`src/rtl/ping_echo_counter.sv`:
```
// Ping/echo listener: fires a transmit strobe, then counts per-channel
// echoes inside a fixed window, timestamping the first echo on each channel.
module ping_echo_counter #(
  parameter int N_CH     = 2,
  parameter int WIN_LEN  = 32768,
  parameter int BLANK    = 16,
  parameter int HOLD_CYC = 256,
  parameter int CNT_W    = 8,
  parameter int GAP_CYC  = 1024,
  parameter int WIN_W    = $clog2(WIN_LEN)
) (
  input  logic                    clk,
  input  logic                    rst,
  input  logic                    start_stb,
  input  logic [N_CH-1:0]         echo_stb,
  input  logic                    auto_rearm,
  output logic                    tx_stb,
  output logic                    window_open,
  output logic [N_CH*CNT_W-1:0]   echo_cnt,
  output logic [N_CH*WIN_W-1:0]   first_ts,
  output logic [N_CH-1:0]         first_vld,
  output logic                    done_stb
);

  localparam int HOLD_W = $clog2(HOLD_CYC + 1);
  localparam int GAP_W  = $clog2(GAP_CYC + 1);

  localparam logic [1:0] S_IDLE   = 2'd0;
  localparam logic [1:0] S_PING   = 2'd1;
  localparam logic [1:0] S_LISTEN = 2'd2;
  localparam logic [1:0] S_DONE   = 2'd3;

  localparam logic [WIN_W-1:0]  WIN_LAST = WIN_W'(WIN_LEN - 1);
  localparam logic [WIN_W-1:0]  BLANK_V  = WIN_W'(BLANK);
  localparam logic [HOLD_W-1:0] HOLD_V   = HOLD_W'(HOLD_CYC);
  localparam logic [GAP_W-1:0]  GAP_LAST = GAP_W'(GAP_CYC - 1);
  localparam logic [CNT_W-1:0]  CNT_MAX  = '1;

  logic [1:0]                   state_q, state_d;
  logic [WIN_W-1:0]             win_cnt_q, win_cnt_d;
  logic [GAP_W-1:0]             gap_q, gap_d;
  logic [N_CH-1:0][HOLD_W-1:0]  hold_q, hold_d;
  logic [N_CH*CNT_W-1:0]        echo_cnt_q, echo_cnt_d;
  logic [N_CH*WIN_W-1:0]        first_ts_q, first_ts_d;
  logic [N_CH-1:0]              first_vld_q, first_vld_d;
  logic                         tx_stb_q, tx_stb_d;
  logic                         window_open_q, window_open_d;
  logic                         done_stb_q, done_stb_d;
  logic                         listen_open;

  assign listen_open = (state_q == S_LISTEN) && (win_cnt_q >= BLANK_V);

  always_comb begin
    state_d     = state_q;
    win_cnt_d   = win_cnt_q;
    gap_d       = gap_q;
    hold_d      = hold_q;
    echo_cnt_d  = echo_cnt_q;
    first_ts_d  = first_ts_q;
    first_vld_d = first_vld_q;

    unique case (state_q)
      S_IDLE: begin
        if (start_stb) state_d = S_PING;
      end
      S_PING: begin
        win_cnt_d = '0;
        state_d   = S_LISTEN;
      end
      S_LISTEN: begin
        win_cnt_d = win_cnt_q + 1'b1;
        if (win_cnt_q == WIN_LAST) begin
          state_d = S_DONE;
          gap_d   = '0;
        end
      end
      S_DONE: begin
        if (start_stb) begin
          state_d = S_PING;
        end else if (auto_rearm) begin
          if (gap_q == GAP_LAST) state_d = S_PING;
          else gap_d = gap_q + 1'b1;
        end else begin
          gap_d = '0;
        end
      end
      default: state_d = S_IDLE;
    endcase

    for (int c = 0; c < N_CH; c++) begin
      if (hold_q[c] != '0) hold_d[c] = hold_q[c] - 1'b1;
      if (listen_open && echo_stb[c] && hold_q[c] == '0) begin
        hold_d[c] = HOLD_V;
        if (echo_cnt_q[c*CNT_W +: CNT_W] != CNT_MAX)
          echo_cnt_d[c*CNT_W +: CNT_W] =
            echo_cnt_q[c*CNT_W +: CNT_W] + 1'b1;
        if (!first_vld_q[c]) begin
          first_ts_d[c*WIN_W +: WIN_W] = win_cnt_q;
          first_vld_d[c] = 1'b1;
        end
      end
    end

    // Results of the previous window stay visible until the next ping.
    if (state_d == S_PING) begin
      hold_d      = '0;
      echo_cnt_d  = '0;
      first_ts_d  = '0;
      first_vld_d = '0;
      gap_d       = '0;
    end

    tx_stb_d      = (state_d == S_PING);
    window_open_d = (state_d == S_LISTEN);
    done_stb_d    = (state_q == S_LISTEN) && (state_d == S_DONE);
  end

  always_ff @(posedge clk) begin
    if (!rst) begin
      state_q       <= S_IDLE;
      win_cnt_q     <= '0;
      gap_q         <= '0;
      hold_q        <= '0;
      echo_cnt_q    <= '0;
      first_ts_q    <= '0;
      first_vld_q   <= '0;
      tx_stb_q      <= 1'b0;
      window_open_q <= 1'b0;
      done_stb_q    <= 1'b0;
    end else begin
      state_q       <= state_d;
      win_cnt_q     <= win_cnt_d;
      gap_q         <= gap_d;
      hold_q        <= hold_d;
      echo_cnt_q    <= echo_cnt_d;
      first_ts_q    <= first_ts_d;
      first_vld_q   <= first_vld_d;
      tx_stb_q      <= tx_stb_d;
      window_open_q <= window_open_d;
      done_stb_q    <= done_stb_d;
    end
  end

  assign tx_stb      = tx_stb_q;
  assign window_open = window_open_q;
  assign echo_cnt    = echo_cnt_q;
  assign first_ts    = first_ts_q;
  assign first_vld   = first_vld_q;
  assign done_stb    = done_stb_q;

endmodule
```
`config.mk`:
```
export PLATFORM = sky130hd
export DESIGN_NAME = ping_echo_counter
export DESIGN_NICKNAME = d
export VERILOG_FILES = /design/src/rtl/ping_echo_counter.sv
export SDC_FILE = /design/constraint.sdc
export NUM_CORES = 1
export LEC_CHECK = 0
export ABC_AREA = 1
export BUFFER_PORTS_ARGS = -buffer_cell sky130_fd_sc_hd__buf_2
export CAP_MARGIN = 20
export CORE_AREA = 2 2 108 110
export DETAILED_ROUTE_END_ITERATION = 16
export DIE_AREA = 0 0 110 112
export PLACE_DENSITY = 0.64
export SETUP_SLACK_MARGIN = 0.3
export SLEW_MARGIN = 5
export SYNTH_ARGS = -nofsm -noshare
export SYNTH_HDL_FRONTEND = slang
export SYNTH_SLANG_ARGS = --single-unit
```
`constraint.sdc`:
```
create_clock -name clk -period 5.26 [get_ports clk]
set_clock_uncertainty 0.1 [all_clocks]
set_input_delay 0.526 -clock clk [delete_from_list [all_inputs] [get_ports clk]]
set_output_delay 0.526 -clock clk [all_outputs]
set_load 0.02 [all_outputs]
```
==> flow_metrics.py <==
metrics = {
    "drt": {
        "avgViaCountPerCell": 4.84,
        "firstDrtPassIters": 4,
        "drtIter0Drc": 238,
        "via_count": 4413,
        "drc": 0,
        "drt_wl_total_microns": 10700,
        "antenna_left": 0,
        "drt-wirelength-per-cell_microns": 11.8,
    },
    "synthesis": {
        "synth_area_leader_cell": "dfxtp_1",
        "synth_nets": 734,
        "synthTopCellsByCount": "nand2_1 (209), dfxtp_1 (97), inv_1 (93)",
        "yosysSeqAreaShare_pct": 39.6,
        "yosysMostFrequentCell": "nand2_1",
        "synth-async-reset-ratio_pct": 0,
        "synth_cells": 717,
        "synth_cell_types": 36,
        "yosysTopAreaCellShare_pct": 39.6,
        "synth_area_leaders": "dfxtp_1 (40%), nand2_1 (16%), inv_1 (7.1%)",
        "syn_area_sq_um": 4900,
        "synth_area_per_cell_sq_um": 6.84,
        "synth_edf_count": 0,
        "ys_ff_latch": 97,
        "synth_ff_type": "dfxtp_1",
        "yosys_warnings": 0,
    },
    "sta": {
        "rsz0062_at_grt": "false",
        "setup_violations": 0,
        "final.setup.tns_ps": 0,
        "finalHoldViolCount": 0,
        "tightest_slew_ps": 841,
        "clock.fmax_mhz": 406,
        "finalCriticalPeriod_ps": 2470,
        "fin_crit_sh_pct": 46.9,
        "maxSlewViolCount": 0,
        "max_slew_margin_pct": 44.0,
    },
    "final_layout": {
        "layout-drive-gt1-share_pct": 14.1,
        "stdcell_area_sq_um": 5530,
        "area_growth_pct": 12.7,
        "fin_nets": 780,
        "diodes": 0,
    },
    "min_path": {
        "holdCritPathClass": "reg2reg",
        "holdCritStartpoint": "hold_q[8]",
    },
    "clock_network": {
        "cts_hold_buf": 0,
        "clkSlewWorstSetupHoldPaths_ps": 70,
        "post_cts_resized": 0,
        "tritoncts": "done",
        "ctsHtreeMaxLevel": 3,
        "cts_buffer_depth": 2,
        "numCtsBuffers": 9,
        "ctsRootBufferMaster": "clkbuf_16",
        "cts_setup_buffers": 0,
        "clk_latency_ps": 350,
        "clock_sinks": 97,
    },
    "floorplanning": {
        "die_w_microns": 110,
        "initial_utilization_pct": 43.9,
        "dieArea_sq_um": 12300,
        "rows": 39,
        "ioPinCount": 57,
        "fp.dieH_microns": 112,
        "core_sq_um": 11200,
    },
    "power": {
        "p_comb_share_pct": 28.3,
        "ir_drop_mv": 0.153,
        "power.internal_mw": 1.38,
        "p_per_area_nw_per_um2": 380,
        "clockPowerShare_pct": 31.9,
        "seqPwrFrac_pct": 39.9,
        "p_sw_mw": 0.716,
        "power_leakage_nw": 2.86,
        "switching_share_pct": 34.1,
    },
    "run_status": {
        "status": "finished clean",
    },
    "worst_setup_path": {
        "ff2ff_path_depth": 11,
        "cp.arrival_ps": 2610,
        "crit_path_end": "first_ts[9]",
        "crit_path_start_kind": "register",
        "end_kind": "register",
        "r2r_slack_ps": 2790,
        "worstPathRequired_ps": 5410,
        "crit_path_start": "hold_q[0]",
        "worstSetupPathType": "reg2reg",
        "r2r_end": "first_ts[9]",
        "crit_fanout": 21,
        "r2r_start": "hold_q[0]",
    },
    "grt": {
        "track_usage_pct": 18.8,
        "first_global_vias": 4086,
        "grt_pass1_wl_microns": 18600,
        "grt_antenna_before_repair": 0,
        "grt_max_degree": 47,
        "overflow": 0,
    },
    "placed_design": {
        "hpwl_microns": 7820,
        "gp_congestion": 0.811,
        "portBuffers": 56,
        "placed_area_sq_um": 5220,
    },
    "job": {
        "drv_cap": 0,
    },
}
-- routing by layer --
metal	track usage, %	routed length, microns
met1	23.3	4940
met2	32.2	5380
met3	2.52	265
met4	8.19	142
met5	0	0
-- cells by family (layout without fill, tap and decap cells) --
family / count (synthesis) / after routing / share of synthesized area [%]
and+or+nand+nor: 405 / 405 / 36.7
xor gates and xnor gates: 20 / 20 / 3.57
adders and majority gates: 11 / 11 / 2.81
buffers and inverters: 125 / 176 / 10.8
AOI/OAI and AO/OA: 59 / 59 / 6.45
DFF: 97 / 97 / 39.6
-- critical path: stages (launching register included) --
cell     delay, ps
dfxtp_1        340
inv_1           80
ha_1           200
nand3_1        140
nor2_1         180
nand3_1        100
nor2_2         580
nand2_2        340
nand2_1        140
nand2_1         60
nand2_1         50
inv_1           50
-- sequential cells by signal (all words and copies together) (netlist names) --
register and flops:
win_cnt_q 15, hold_q 18, state_q 2, first_vld 2
tx_stb 1, gap_q 11, done_stb 1, first_ts 30
echo_cnt 16, window_open 1
-- cell type report --
| type | count | area [sq um] |
|---|---|---|
| clock buffer | 10 | 239 |
| clock inverter | 6 | 66.3 |
| fill | 1151 | 5650 |
| inverter | 104 | 390 |
| multi-input combinational | 495 | 2430 |
| sequential | 97 | 1940 |
| tap | 143 | 179 |
| timing repair buffer | 56 | 280 |
-- per-stage QoR --
step	hold slack, ps	instances	utilization, %	total power [mW]	setup slack, ps
after CTS	384	911	49.5	2.13	2780
after floorplan	351	717	-	1.35	3460
after global routing	402	911	49.5	2.26	2400
after global placement	365	895	46.7	1.44	2880
after detailed placement	373	895	46.7	1.45	2790
final	381	911	49.5	2.10	2790
-- cell usage in the layout, fill, tap and decap left out, drive strengths merged, types with 6 or more instances in the layout --
cell type / netlist / routed
clkbuf: 6 / 10
xnor2: 8 / 8
nand2: 224 / 224
nand3: 68 / 68
dfxtp: 97 / 97
ha: 11 / 11
buf: 15 / 56
nand4: 23 / 23
clkinv: 2 / 6
a21oi: 30 / 30
o21ai: 22 / 22
nor2: 73 / 73
inv: 102 / 103
xor2: 12 / 12
nor3: 8 / 8
-- worst min path at each step --
stage / endpoint / cells after the start
after floorplan: hold_q[17] / 2
after global placement: hold_q[8] / 2
after detailed placement: hold_q[17] / 2
after CTS: hold_q[8] / 2
after global routing: hold_q[8] / 2
final: hold_q[8] / 2
-- power groups by stage --
stage	Clock [mW]	Sequential (mW)	Combinational [mW]
5_1_grt	0.719	0.844	0.699
3_3_place_gp	0	0.851	0.586
2_1_floorplan	0	0.846	0.509
6_report	0.669	0.837	0.593
3_5_place_dp	0	0.853	0.594
4_1_cts	0.692	0.836	0.599
Power figures use the tool's default switching activity.
